**src/rtl/reg_readback_pkg.sv**
```systemverilog
// Shared widths, register count and FSM encoding for the register readback engine.
package reg_readback_pkg;

    localparam int REG_ADDR_W = 4;
    localparam int DATA_W     = 32;
    localparam int REG_COUNT  = 16;

    typedef logic [REG_ADDR_W-1:0] reg_addr_t;
    typedef logic [DATA_W-1:0]     reg_data_t;

    typedef enum logic [1:0] {
        ST_IDLE = 2'd0,
        ST_READ = 2'd1,
        ST_HOLD = 2'd2,
        ST_DONE = 2'd3
    } rb_state_t;

endpackage

```
**src/rtl/reg_readback_if.sv**
```systemverilog
// Control, register-bank read port and output word stream of the readback engine.
// master = the readback engine, slave = its environment (controller, bank, consumer).
interface reg_readback_if;
    import reg_readback_pkg::*;

    logic      start;
    reg_addr_t first_reg;
    reg_addr_t last_reg;
    logic      abort;
    reg_addr_t rd_addr;
    reg_data_t rd_data;
    logic      out_valid;
    logic      out_ready;
    reg_data_t out_data;
    reg_addr_t out_addr;
    logic      busy;
    logic      done;

    modport master (
        input  start, first_reg, last_reg, abort, rd_data, out_ready,
        output rd_addr, out_valid, out_data, out_addr, busy, done
    );

    modport slave (
        output start, first_reg, last_reg, abort, rd_data, out_ready,
        input  rd_addr, out_valid, out_data, out_addr, busy, done
    );

endinterface

```
**src/rtl/reg_readback.sv**
```systemverilog
// Dumps an inclusive, wrapping range of bank registers as (addr, data) words.
// Latency: start edge k -> READ, edge k+1 captures the word, consumer can take it at edge k+2.
// Backpressure: a word is held stable until out_valid && out_ready; abort drops the dump at once.
module reg_readback
    import reg_readback_pkg::*;
(
    input  logic           clk,
    input  logic           rst,
    reg_readback_if.master bus
);

    rb_state_t state, state_nxt;
    reg_addr_t cur_addr;
    reg_addr_t last_q;
    reg_addr_t rd_addr_q;
    reg_addr_t out_addr_q;
    reg_data_t out_data_q;
    logic      out_valid_q;
    logic      handshake;
    logic      at_last;

    assign handshake = out_valid_q && bus.out_ready;
    assign at_last   = (cur_addr == last_q);

    always_ff @(posedge clk) begin
        if (rst) begin
            state <= ST_IDLE;
        end else begin
            state <= state_nxt;
        end
    end

    always_comb begin
        state_nxt   = state;
        bus.rd_addr = rd_addr_q;
        bus.busy    = 1'b1;
        bus.done    = 1'b0;
        case (state)
            ST_IDLE: begin
                bus.busy = 1'b0;
                if (bus.start) state_nxt = ST_READ;
            end
            ST_READ: begin
                // Bank read port is combinational, so the address goes out live this cycle.
                bus.rd_addr = cur_addr;
                state_nxt   = bus.abort ? ST_IDLE : ST_HOLD;
            end
            ST_HOLD: begin
                if (bus.abort) begin
                    state_nxt = ST_IDLE;
                end else if (handshake) begin
                    state_nxt = at_last ? ST_DONE : ST_READ;
                end
            end
            ST_DONE: begin
                bus.done  = 1'b1;
                state_nxt = ST_IDLE;
            end
            default: state_nxt = ST_IDLE;
        endcase
    end

    always_ff @(posedge clk) begin
        if (rst) begin
            cur_addr    <= '0;
            last_q      <= '0;
            rd_addr_q   <= '0;
            out_valid_q <= 1'b0;
            out_data_q  <= '0;
            out_addr_q  <= '0;
        end else begin
            case (state)
                ST_IDLE: begin
                    if (bus.start) begin
                        cur_addr <= bus.first_reg;
                        last_q   <= bus.last_reg;
                    end
                end
                ST_READ: begin
                    rd_addr_q <= cur_addr;
                    if (!bus.abort) begin
                        out_valid_q <= 1'b1;
                        out_data_q  <= bus.rd_data;
                        out_addr_q  <= cur_addr;
                    end
                end
                ST_HOLD: begin
                    // A handshake coinciding with abort still delivers the word; abort only stops the walk.
                    if (handshake || bus.abort) out_valid_q <= 1'b0;
                    if (handshake && !bus.abort && !at_last) cur_addr <= cur_addr + reg_addr_t'(1);
                end
                default: ;
            endcase
        end
    end

    assign bus.out_valid = out_valid_q;
    assign bus.out_data  = out_data_q;
    assign bus.out_addr  = out_addr_q;

endmodule

```
**src/flat_wrapper.sv**
```systemverilog
// flat-port wrapper written by rule: the top's interface ports become plain ports
module reg_readback_flat import reg_readback_pkg::*;
  (clk, rst, bus_start, bus_first_reg, bus_last_reg, bus_abort, bus_rd_data, bus_out_ready, bus_rd_addr, bus_out_valid, bus_out_data, bus_out_addr, bus_busy, bus_done);
  reg_readback_if bus_i ();
  input  logic clk;
  input  logic rst;
  input wire logic [$bits(bus_i.start)-1:0] bus_start;
  input wire logic [$bits(bus_i.first_reg)-1:0] bus_first_reg;
  input wire logic [$bits(bus_i.last_reg)-1:0] bus_last_reg;
  input wire logic [$bits(bus_i.abort)-1:0] bus_abort;
  input wire logic [$bits(bus_i.rd_data)-1:0] bus_rd_data;
  input wire logic [$bits(bus_i.out_ready)-1:0] bus_out_ready;
  output wire logic [$bits(bus_i.rd_addr)-1:0] bus_rd_addr;
  output wire logic [$bits(bus_i.out_valid)-1:0] bus_out_valid;
  output wire logic [$bits(bus_i.out_data)-1:0] bus_out_data;
  output wire logic [$bits(bus_i.out_addr)-1:0] bus_out_addr;
  output wire logic [$bits(bus_i.busy)-1:0] bus_busy;
  output wire logic [$bits(bus_i.done)-1:0] bus_done;
  assign bus_i.start = bus_start;
  assign bus_i.first_reg = bus_first_reg;
  assign bus_i.last_reg = bus_last_reg;
  assign bus_i.abort = bus_abort;
  assign bus_i.rd_data = bus_rd_data;
  assign bus_i.out_ready = bus_out_ready;
  assign bus_rd_addr = bus_i.rd_addr;
  assign bus_out_valid = bus_i.out_valid;
  assign bus_out_data = bus_i.out_data;
  assign bus_out_addr = bus_i.out_addr;
  assign bus_busy = bus_i.busy;
  assign bus_done = bus_i.done;
  reg_readback u_core (.clk(clk), .rst(rst), .bus(bus_i));
endmodule
```
**config.mk**
```make
export PLATFORM = sky130hd
export DESIGN_NAME = reg_readback_flat
export DESIGN_NICKNAME = d
export VERILOG_FILES = /design/src/rtl/reg_readback_pkg.sv /design/src/rtl/reg_readback_if.sv /design/src/rtl/reg_readback.sv /design/src/flat_wrapper.sv
export SDC_FILE = /design/constraint.sdc
export NUM_CORES = 1
export LEC_CHECK = 0
export ABC_AREA = 1
export CORE_ASPECT_RATIO = 0.8
export CORE_UTILIZATION = 39
export CTS_BUF_LIST = sky130_fd_sc_hd__clkbuf_4 sky130_fd_sc_hd__clkbuf_8
export DETAILED_ROUTE_END_ITERATION = 10
export PLACE_DENSITY = 0.77
export SLEW_MARGIN = 20
export SYNTH_ARGS = -nofsm -noshare
export SYNTH_HDL_FRONTEND = slang
export SYNTH_SLANG_ARGS = --single-unit
```
**constraint.sdc**
```tcl
create_clock -name clk -period 1.1 [get_ports clk]
set_input_delay 0.33 -clock clk [delete_from_list [all_inputs] [get_ports clk]]
set_output_delay 0.33 -clock clk [all_outputs]
set_load 0.02 [all_outputs]
```
* After elaboration in Yosys (flattened, before gate mapping) *
Cells that the tools add are included.

storage, ports and cells
  flip-flop bits (word level) = 51
  input port bits = 45
  output and inout port bits = 43
  word-level logic and storage cells = 47

operators by class
  add/subtract/negate cells = 1
  reduce and logical (&&, ||, !) cells = 14
  bitwise logic cells = 1
  equal/unequal tests = 9
  muxes and demuxes = 15

operator list
  kind                                                                   count
  4-bit two-way mux                                                      3
  2-bit two-way mux                                                      5
  2-bit case mux with 4 select lines                                     1
  4-bit case mux with 2 select lines                                     1
  2-bit AND reduction                                                    3
  3-bit AND reduction                                                    2
  4-bit by 1-bit adder with 4-bit output, second input constant          1
  2-bit equality test, second input constant                             2
  4-bit equality test                                                    1
  1-bit two-way mux                                                      4
  2-bit by 1-bit != test with 1-bit output, second input constant        2
  2-bit != test, second input constant                                   2
  2-bit nonzero test                                                     2
  1-bit logical AND                                                      3
  3-bit by 2-bit != test with 1-bit output, second input constant        1
  2-bit by 1-bit equality test with 1-bit output, second input constant  1
  1-bit logical NOT                                                      2
  2-bit logical NOT                                                      1
  1-bit case mux with 2 select lines                                     1
  1-bit logical OR                                                       1
  1-bit inverter                                                         1

* Depth between registers and ports, before layout *
Gate-level depths: netlist (run 1).

  depth after elaboration = 5
  mapped depth = 9
  gate-level depth less buffers = 9

* Worst setup path after synthesis (run 1) *
OpenSTA, ideal clock, no wires.

  path type = register -> output
  start = register u_core.state[1]
  end = output port bus_rd_addr[3]
  arrival time = 0.993 ns
  path buffers = 0
  setup slack = -0.223 ns
  required time = 0.770 ns
  stages on the path, launching flop included = 5
  path through = dfxtp_1 > nor2_4 > or2_2 > o21ai_0 > inv_1

between the ends
  cells in the longest elaborated chain, start to end = 2

ends and longest elaborated chain
  element                                         RTL line            source
  from (decl)                                     reg_readback.sv:12  rb_state_t state, state_nxt;
  from (signal assigned)                          reg_readback.sv:29  state <= state_nxt;
  2-bit by 1-bit equality test with 1-bit output  reg_readback.sv:38  case (state)
  4-bit two-way mux                               n/a
  to (decl)                                       flat_wrapper.sv:13  output wire logic [$bits(bus_i.rd_addr)-1:0] bus_rd_addr;

Every way passes these cells.

* Final worst setup path (run 1) *
  start = register u_core.state[0]
  end = output port bus_rd_addr[0]

Same word-level chain as after synthesis.

==> metrics.md, run 1 <==
| Metric | Value |
|---|---|
| Final setup viols | 55 |
| Fmax | 588.9 MHz |
| RSZ-0062 raised after global routing | yes |
| GRT Overall Usage | 22.47% |
| Yosys top cell by area | dfxtp_1 |
| Worst vdd ir | about 0.00095 V |
| Root buffer cell | clkbuf_8 |
| Design Power | 4.883 mW |
| Initial DRT Pass Iterations | 4 |
| I/O pins | about 90 |
| Final Wtd Congestion | 0.7910 |
| Hold Path Class | reg2reg |
| DIE HEIGHT | 67.20 µm |
| Die width | approximately 83 µm |
| Final Critical Period | 1698 ps |
| # diodes | 0 |
| Core Footprint | 5065 µm² |
| CTS clk-pin slew, worst paths | 90 ps |
| Num Clock Sinks | 51 |
| CTS buffer count | 5 |
| Final worst slack | -598.0 ps |
| Multi-input logic area | 1099 µm² |
| Fin crit share | 154.4% |
| Fill count | 353 |
| Arrival time worst endpoint | around 1400 ps |
| Area growth syn-to-layout | 91.06% |
| Vias per inst | 4.787 |
| Number of synthesized flops with an enable pin | 0 |
| Ys flop type | dfxtp_1 |
| Starting DRC count in detailed routing | 98 |
| Critical path required time | 770 ps |
| First-pass GRT wire length | 9.880 mm |
| Final Util | 78.16% |
| Setup_tns | -20,630 ps |
| Endpoint type of the worst setup path | output port |
| Critical path's slowest cell | dfxtp_2 |
| Post-Syn Nets | 323 |
| Max Slew Vio Count | 0 |
| Worst-Skew Late Latency | 300 ps |
| Static leakage | approximately 1.7 nW |
| Startpoint types | flip-flop |
| CP peak stage delay | 340 ps |
| M1 WL | 2.810 mm |
| Met2 WL | 3.426 mm |
| # hold bufs at CTS | 0 |
| Crit Path Class | reg2out |
| Synthesized area per cell | between 7 and 8 µm² |
| Wire length on met3 | 407 µm |
| Count of cell types in the netlist | 21 |
| Seq. cell area | roughly 1100 µm² |
| Dpl hpwl | 4.027 mm |
| Post-synth top cells | nand2_1, dfxtp_1, a21oi_1 |
| Max Used Layer | met4 |
| Crit path buf inv count | 4 |
| Antenna violations before repair | 0 |
| DRC viols | 0 |
| Die area | approximately 5600 µm² |
| Vias in the first global route | 2,132 |
| Final Instance Count excl. Fillers | 484 |
| Total Routed Length | 6.720 mm |
| CTS tree | yes |
| Row Count | 23 |
| Synth Warn # | 0 |
| Slew @ Worst Pin | 300.3 ps |
| Routed vias | 2,317 |
| CTS Buffer Depth | 2 |
| Fin. Hold Viols | 0 |
| Max Cap Violations | 0 |
| Post-synth ARST share | 0% |
| Worst-path cell chain | inv_2 -> nor2_4 -> buf_4 -> or2_4 -> o21ai_4 -> inv_2 -> buf_6 |
| Global route overflow | 0 |
| Layout cells sized above 1 | a little over half |
| Post-Synthesis Cells | ~280 |
| Starting Density | roughly two fifths |
| Seq cells post-synth | 51 |
| Failing checks | negative setup slack |
| CP max FO | 5 |
| # placed instances | 444 |
| Clock Skew | 7.473 ps |
| Area contributors post-synth | dfxtp_1, nand2_1, a21oi_1 |
| Most frequent cell after synthesis | nand2_1 |
| Slew margin rel. | 79.98% |
| Post-Syn Area | approximately 2100 µm² |
| Port Buffers | between 80 and 90 |
| Antenna-violating nets left | 0 |
| Average wire per standard cell | 13.88 µm |
| Outcome | complete, but fails checks |
| Maximum number of pins on one net before global-route repair | 25 |
| P per Cell Area | 1233 nW/µm² |
| Net count, final | around 470 |
| Critical path's most frequent cell | inv_2 |
| Seq/Total Area, Yosys | 49.28% |
| Share of the synthesized area in the top cell type | 49.28% |
| Depth of the CTS H-tree | 2 |
| Critical path's top delay family | buffers and inverters |
metal layers:
metal | vias to the layer above | track usage, %
met5 | - | 0
met4 | 0 | 5.720
met3 | 7 | 5.868
met2 | 71 | 41.50
met1 | 1073 | 26.53
li1 | 1166 | -
state kept, by name (all words and copies together), names as in the netlist:
name	flops
u_core.last_q	4
u_core.cur_addr	4
u_core.bus.out_valid	1
u_core.bus.out_addr	4
u_core.rd_addr_q	4
u_core.bus.out_data	32
u_core.state	2
per-stage QoR:
stage	setup WS (ps)	instance area (µm²)	hold WS [ps]
after detailed placement	-595.9	3212	456.8
after global placement	-539.7	3212	451.4
after CTS	-582.9	3714	473.9
after global routing	-657.2	3959	485.8
final	-598.0	3959	470.4
after floorplan	-42.13	2103	443.7
worst register-to-register path, stage by stage, from the launching register on:
cell     delay, ps
dfxtp_2        350
inv_2           50
nor2_4         150
buf_6          130
or2_4          110
o21ai_4         50
buf_4          130
buf_4          120
buf_4          120
buf_4          130
buf_4          120
buf_4          120
nor2_2          60
final cells by class:
type,instances,share of cell area [%]
inverters,20,2.339
flip-flops and latches,51,27.21
repair buffers,150,38.50
clock inverters,1,0.1264
multi-input cells,193,27.75
well taps,62,1.960
clock buffers,7,2.118
layout by cell type (no fill, tap or decap), types with 3 or more instances in the layout:
cell type	n
o21ai_0	4
nand3_2	4
o21ai_2	6
clkbuf_8	5
dfxtp_1	8
a21oi_1	30
dfxtp_2	42
buf_4	43
nand2_2	6
or2_4	4
nand2_1	93
buf_6	57
a21oi_2	17
nor2_4	5
nand2_4	3
nor2_1	9
o21ai_4	3
inv_2	12
inv_1	6
clkdlybuf4s50_1	43
path summary, 6_finish.rpt:
check                          startpoint                      end  slack [ps]  cells past startpoint
setup / recovery          u_core.state[0]           bus_rd_addr[0]        -600                      7
hold / removal    u_core.bus.out_data[12]  u_core.bus.out_data[12]         470                      2
setup reg to reg          u_core.state[0]      u_core.rd_addr_q[2]        -590                     12
hold reg to reg   u_core.bus.out_data[12]  u_core.bus.out_data[12]         470                      2
kinds of logic after synthesis:
logic type               after synthesis  synth area share [%]
AO/OA/AOI/OAI                         61                 14.86
buffers and inverters                 33                 8.453
XOR/XNOR                               1                0.4228
flip-flops                            51                 49.28
AND/OR/NAND/NOR                      130                 26.39
adder cells (fa/ha/maj)                1                0.6038
where the power goes:
part           switching, mW  total [mW]  internal [mW]
clock network          0.581        1.08          0.497
registers             0.0943        2.08           1.98
logic                  0.778        1.73          0.948
what timing repair did:
item | CTS | global route
gates resized for setup | 331 | 46
pin swaps | 14 | 11
gates cloned | 3 | 0
buffers inserted | 18 | 12
endpoints found under the hold margin | 0 | 0
endpoints found under the setup margin | 90 | 92
Power figures use the tool's default switching activity.
==> run 2: changes to the inputs <==
ABC_AREA = default   (was 1)
PLACE_DENSITY = 0.78   (was 0.77)
SETUP_SLACK_MARGIN = 0.2   (was default)
==> metrics.md, run 2 <==
| Metric | Value |
|---|---|
| Outcome | complete, but fails checks |
| Failing checks | negative setup slack |
| DRC viols | 0 (unchanged) |
| Root buffer cell | clkbuf_8 |
| Worst-path cell chain | xor2_1 -> or4_4 -> a21o_1 -> a221oi_2 |
| Layout cells sized above 1 | 66.32% (+13 points) |
| I/O pins | 88 (unchanged) |
| Largest register FFs | 32 (unchanged) |
| Post-synth top cells | nand2_1, dfxtp_1, a21oi_1 |
| Clock Skew | 8.275 ps (+0.8020 ps) |
| Post-Synth Adder-Cell Area | 0.6165% (+0.013 points) |
| Port Buffers | 87 (unchanged) |
| Worst-Skew Late Latency | 300 ps (about the same) |
| Post-synth ARST share | 0% (unchanged) |
| Dpl hpwl | 3.688 mm (-8.4%) |
| Most common cell after layout, fill and taps aside | buf_6 |
| CTS clk-pin slew, worst paths | 100 ps (about the same) |
| Antenna violations before repair | 0 (unchanged) |
| FF-to-FF Start | u_core.last_q[2] |
| Critical path required time | 1310 ps (+540 ps) |
| Seq/Total Area, Yosys | 50.31% (+1.0 points) |
| Met2 Use GR | 36.37% (-5.1 points) |
| Most frequent cell after synthesis | nand2_1 |
| Row Count | 23 (unchanged) |
| Antenna-violating nets left | 0 (unchanged) |
| P per Cell Area | 956.8 nW/µm² (-22%) |
| Crit Path Class | reg2reg |
| Final Wtd Congestion | 0.7918 (+0.10%) |
| CTS tree | yes |
| Compound-Gate Fraction of Synth Area | 14.80% (-0.059 points) |
| Final Instance Count excl. Fillers | 445 (-8.1%) |
| Critical path's slowest cell | or4_4 |
| DIE HEIGHT | 66.52 µm (-1.0%) |
| Core Footprint | 5007 µm² (-1.1%) |
| Synthesized area per cell | 8.317 µm² (+11%) |
| Number of synthesized flops with an enable pin | 0 (unchanged) |
| Routed vias | 2,232 (-3.7%) |
| Placed Instance Area | 3095 µm² (-3.6%) |
| Synth Area in Simple Gates | 24.11% (-2.3 points) |
| Post-Synthesis Cells | 244 (-12%) |
| GRT Max-Usage Layer | met2 |
| Startpoint types | flip-flop |
| Crit path from | u_core.last_q[2] |
| Starting DRC count in detailed routing | 68 (-31%) |
| Yosys top cell by area | dfxtp_1 |
| CP max FO | 3 (-2) |
| Slew margin rel. | 68.16% (-12 points) |
| Main combinational cell family by area after synthesis | simple AND/OR/NAND/NOR gates |
| Global route overflow | 0 (unchanged) |
| Slew @ Worst Pin | 477.6 ps (+177.4 ps) |
| Maximum number of pins on one net before global-route repair | 29 (+16%) |
| Synth Warn # | 0 (unchanged) |
| Fin. Hold Viols | 0 (unchanged) |
| GRT Overall Usage | 22.41% (-0.056 points) |
| Area contributors post-synth | dfxtp_1, nand2_1, a21oi_1 |
| Die width | 82.65 µm (-1.0%) |
| RSZ-0062 raised after global routing | yes |
| Worst vdd ir | 0.0009075 V (-4.4%) |
| Hold Path Class | in2reg |
| Design Power | 4.059 mW (-17%) |
| Share of the synthesized area in the top cell type | 50.31% (+1.0 points) |
| Fin crit share | 148.7% (-5.7 points) |
| Final instance area | 4243 µm² (+7.2%) |
| Arrival time worst endpoint | 1840 ps (+470 ps) |
| Final worst slack | -535.6 ps (+62.34 ps) |
| Depth of the CTS H-tree | 2 (unchanged) |
| Final setup viols | 84 (+53%) |
| Most frequent cells in the layout | buf_6, nand2_1, clkdlybuf4s50_1 |
| Initial DRT Pass Iterations | 4 (unchanged) |
| # hold bufs at CTS | 0 (unchanged) |
| Total Routed Length | 7.037 mm (+4.7%) |
| Starting Density | 40.53% (-0.38 points) |
| CP peak stage delay | 550 ps (+210 ps) |
| Static leakage | 1.699 nW (+0.36%) |
| Worst Min Path Start | bus_abort |
| Count of cell types in the netlist | 37 (+76%) |
| Ys flop type | dfxtp_1 |
| Max Cap Violations | 0 (unchanged) |
| # diodes | 0 (unchanged) |
| Post-Synth XOR/XNOR Area | 1.726% (+1.3 points) |
| Die area | 5498 µm² (-2.0%) |
| First-pass GRT wire length | 9.128 mm (-7.6%) |
| Area growth syn-to-layout | 109.1% |
| Met1 layer usage reported by global route | 28.61% (+2.1 points) |
| Vias per inst | 5.016 (+4.8%) |
| Fmax | 611.4 MHz (+3.8%) |
| Max Slew Vio Count | 0 (unchanged) |
| Vias in the first global route | 1,960 (-8.1%) |
| Average wire per standard cell | 15.81 µm (+14%) |
| Endpoint type of the worst setup path | flip-flop |
| CTS Buffer Depth | 2 (unchanged) |
| Num Clock Sinks | 51 (unchanged) |
| Final Critical Period | 1636 ps (-62.34 ps) |
| Post-Syn Area | 2029 µm² (-2.1%) |
| Post-Syn Nets | 290 (-10%) |
| Seq cells post-synth | 51 (unchanged) |
| # placed instances | 398 (-10%) |
| CTS buffer count | 5 (unchanged) |
| Met3 usage | 6.027% (+0.16 points) |
| Mux share of post-synthesis cell area | 4.686% (+4.7 points) |
| Net count, final | 428 (-8.4%) |
run 2: report_power, final:
| group | switching [mW] | internal (mW) | total [mW] |
|---|---|---|---|
| registers | 0.0745 | 1.91 | 1.98 |
| clock network | 0.619 | 0.437 | 1.06 |
| logic | 0.439 | 0.580 | 1.02 |
run 2: cell families (layout without fill, tap and decap cells):
kind of cell | Yosys count | count (layout)
simple gates | 110 | 110
compound gates | 52 | 52
flops | 51 | 51
buf+inv | 17 | 156
mux | 9 | 9
xor+xnor | 4 | 4
fa+ha+maj | 1 | 1
run 2: cell type report:
cell class / count / area, µm²
Clock buffer: 5 / 68.82
Clock inverter: 3 / 15.01
Fill cell: 272 / 764.5
Inverter: 1 / 3.754
Multi-Input combinational cell: 176 / 1436
Sequential cell: 51 / 1105
Tap cell: 62 / 77.57
Timing Repair Buffer: 147 / 1536
run 2: metal layers:
metal	vias to the layer above	wire (µm)	share of wire, %
li1	1088	-	-
met1	1055	2875	41
met2	74	3599	51
met3	15	401	5.7
met4	0	162	2.3
met5	-	0	0
run 2: timing repair:
item | 4_1_cts | 5_1_grt
setup buffers | 15 | 20
pin swaps | 9 | 45
gates resized for setup | 334 | 127
endpoints found under the setup margin | 94 | 94
hold endpoints to repair | 0 | 0
cloned | 4 | 0
run 2: path summary, 6_finish.rpt:
kind                       endpoint  slack [ps]  cells after the start
max reg2reg      u_core.cur_addr[0]        -540                      4
min                 u_core.state[1]         420                      4
max              u_core.cur_addr[0]        -540                      4
min reg2reg  u_core.bus.out_addr[1]         470                      2
run 2: critical path: cells and delay by family (launching register included):
kind / cells / cell delay [ps]
xor+xnor: 1 / 170
simple gates: 1 / 550
compound gates: 2 / 480
flops: 1 / 340
run 2: per-stage QoR:
step           worst slack [ps]  hold slack, ps  util [%]  setup TNS [ps]
5_1_grt                  -613.2           413.8     84.73          -25940
6_report                 -535.6           415.8     84.73          -22730
4_1_cts                  -531.1           386.9     72.19          -20950
2_1_floorplan            -434.5           401.0         -          -12840
3_3_place_gp             -624.6           436.5     61.82          -32830
3_5_place_dp             -651.0           443.6     61.82          -33280
==> run 3: changes to the inputs <==
CORE_MARGIN = 2   (was default)
SLEW_MARGIN = default   (was 20)
==> metrics.md, run 3 (synthesis results as in run 2) <==
| Metric | Value |
|---|---|
| Maximum number of pins on one net before global-route repair | 26 (-10%) |
| Slew @ Worst Pin | 411.1 ps (-66.54 ps) |
| Die width | 84.65 µm (+2.4%) |
| Max Slew Vio Count | 0 (unchanged) |
| Area growth syn-to-layout | 111.9% |
| Fin crit share | 150.4% (+1.7 points) |
| Total Routed Length | 7.967 mm (+13%) |
| CTS tree | yes |
| # diodes | 0 (unchanged) |
| CTS buffer count | 5 (unchanged) |
| Setup_tns | -22,960 ps (-233.2 ps) |
| Seq. cell area | 1089 µm² (-1.5%) |
| Fill count | 272 (unchanged) |
| Arrival time worst endpoint | 1320 ps (-520 ps) |
| Starting Density | 40.53% (unchanged) |
| R2R setup slack | -540 ps (about the same) |
| Multi-input logic area | 1400 µm² (-2.5%) |
| CP max FO | 5 (+2) |
| Largest register FFs | 32 (unchanged) |
| Switching component of the power | 1.149 mW (+1.4%) |
| CTS Buffer Depth | 2 (unchanged) |
| Worst Min Path Start | rst |
| Die area | 5800 µm² (+5.5%) |
| Antenna-violating nets left | 0 (unchanged) |
| Int Pwr | 3.435 mW (+17%) |
| Port Buffers | 87 (unchanged) |
| Depth of the CTS H-tree | 2 (unchanged) |
| Outcome | complete, but fails checks |
| WHS Endpoint | u_core.bus.out_valid |
| Slew margin rel. | 72.59% (+4.4 points) |
| Row Count | 23 (unchanged) |
| Failing checks | negative setup slack |
| Initial DRT Pass Iterations | 4 (unchanged) |
| Final Critical Period | 1654 ps (+18.42 ps) |
| I/O pins | 88 (unchanged) |
| Vias per inst | 5.094 (+1.6%) |
| Startpoint types | flip-flop |
| # placed instances | 405 (+1.8%) |
| P per Cell Area | 1066 nW/µm² (+11%) |
| Fin. Hold Viols | 0 (unchanged) |
| Design Power | 4.584 mW (+13%) |
| DIE HEIGHT | 68.52 µm (+3.0%) |
| GRT Overall Usage | 20.96% (-1.5 points) |
| DRC viols | 0 (unchanged) |
| Placed Instance Area | 3148 µm² (+1.7%) |
| Sw frac | 25.07% (-2.8 points) |
| Crit Path Class | reg2out |
| Endpoint type of the worst setup path | output port |
| Routed vias | 2,323 (+4.1%) |
| WHS Path Cells | 3 (-1) |
| Net count, final | 439 (+2.6%) |
| Worst-path cell chain | nand2b_4 -> mux2_4 -> buf_6 |
| First-pass GRT wire length | 9.432 mm (+3.3%) |
| Fmax | 604.6 MHz (-1.1%) |
| Hold Path Class | in2reg |
| Final worst slack | -554.0 ps (-18.42 ps) |
| Dpl hpwl | 4.003 mm (+8.5%) |
| Critical path's slowest cell | dfxtp_2 |
| Logic gate share of total power | 22.6% (-2.5 points) |
| Vias in the first global route | 2,006 (+2.3%) |
| Fin Hold WS | 447.1 ps (+31.27 ps) |
| Starting DRC count in detailed routing | 87 (+28%) |
| CP peak stage delay | 350 ps (-200 ps) |
| Worst-Skew Late Latency | 300 ps (about the same) |
| Global route overflow | 0 (unchanged) |
| Worst slack, placed | -656.2 ps (-5.174 ps) |
| Final instance area | 4300 µm² (+1.4%) |
| Most frequent cells in the layout | buf_6, buf_4, nand2_1 |
| RSZ-0062 raised after global routing | yes |
| Final Wtd Congestion | 0.8277 (+4.5%) |
| Sequential power share | 43.5% (-5.4 points) |
| FF-to-FF Start | u_core.cur_addr[3] |
| Worst vdd ir | 0.0008533 V (-6.0%) |
| Reg2reg end | u_core.cur_addr[0] |
| Antenna violations before repair | 0 (unchanged) |
| Critical path required time | 770 ps (-540 ps) |
| Final Util | 85.88% (+1.1 points) |
| Static leakage | 1.764 nW (+3.8%) |
| Clock Skew | 6.201 ps (-2.074 ps) |
| Max Cap Violations | 0 (unchanged) |
| Core Footprint | 5007 µm² (unchanged) |
| Average wire per standard cell | 17.47 µm (+10%) |
| CTS clk-pin slew, worst paths | 90 ps (about the same) |
| Root buffer cell | clkbuf_8 |
| Most common cell after layout, fill and taps aside | buf_6 |
| Final setup viols | 75 (-11%) |
| Layout cells sized above 1 | 65.74% (-0.58 points) |
| Worst r2r path cells | 4 (unchanged) |
| Clk pwr share | 34.0% (+8.0 points) |
| Final Instance Count excl. Fillers | 456 (+2.5%) |
| Num Clock Sinks | 51 (unchanged) |
-- run 3: changes by cell type in the layout (fill, tap and decap cells not counted), moves of 3 or more --
cell      before  now
buf_4         37   53
dfxtp_4       11    5
dfxtp_2       34   39
buf_6         59   55
clkinv_2       3    0
nor2b_4        5    2
-- run 3: layout make-up --
cell class,instances,area share (%)
Timing Repair Buffer,158,37.01
Sequential cell,51,25.31
Clock inverter,2,1.397
Multi-Input combinational cell,176,32.56
Clock buffer,6,1.775
Tap cell,62,1.804
Inverter,1,0.1455
-- run 3: metal layers --
layer / share of wire, % / vias up / wire length (µm) / track usage [%]
li1: - / 1109 / - / -
met1: 39 / 1115 / 3114 / 26.46
met2: 53 / 79 / 4187 / 35.53
met3: 5.2 / 20 / 413 / 5.952
met4: 3.2 / 0 / 252 / 6.349
met5: 0 / - / 0 / 0
-- run 3: worst max-delay path by stage --
stage | startpoint | endpoint | slack, ps | depth (start not counted)
finish | u_core.state[1] | bus_rd_addr[0] | -550 | 3
CTS | u_core.last_q[0] | u_core.cur_addr[0] | -520 | 4
global placement | bus_abort | u_core.bus.out_data[12] | -670 | 6
detailed placement | bus_abort | u_core.bus.out_data[9] | -660 | 6
global route | u_core.state[1] | u_core.cur_addr[2] | -570 | 8
floorplan | u_core.cur_addr[2] | u_core.cur_addr[2] | -430 | 4
-- run 3: worst max-delay path: cells and delay by family (launching register included) --
kind                   cells  cell delay (ps)
DFF                        1              350
buffers and inverters      1              140
muxes                      1              340
and+or+nand+nor            1              200
-- run 3: power by group through the flow --
stage | registers [mW] | logic, mW | clock network [mW]
2_1_floorplan | 2.06 | 0.290 | 0
3_3_place_gp | 2.01 | 0.714 | 0
3_5_place_dp | 2.01 | 0.723 | 0
4_1_cts | 1.98 | 0.818 | 1.58
5_1_grt | 2.00 | 1.09 | 1.65
6_report | 1.99 | 1.03 | 1.56
-- run 3: repair_timing --
action	in CTS	in global routing
hold buffers	0	0
setup buffers	15	24
cloned	2	2
setup endpoints to repair	94	94
pin swaps	3	45
resized for setup	315	124
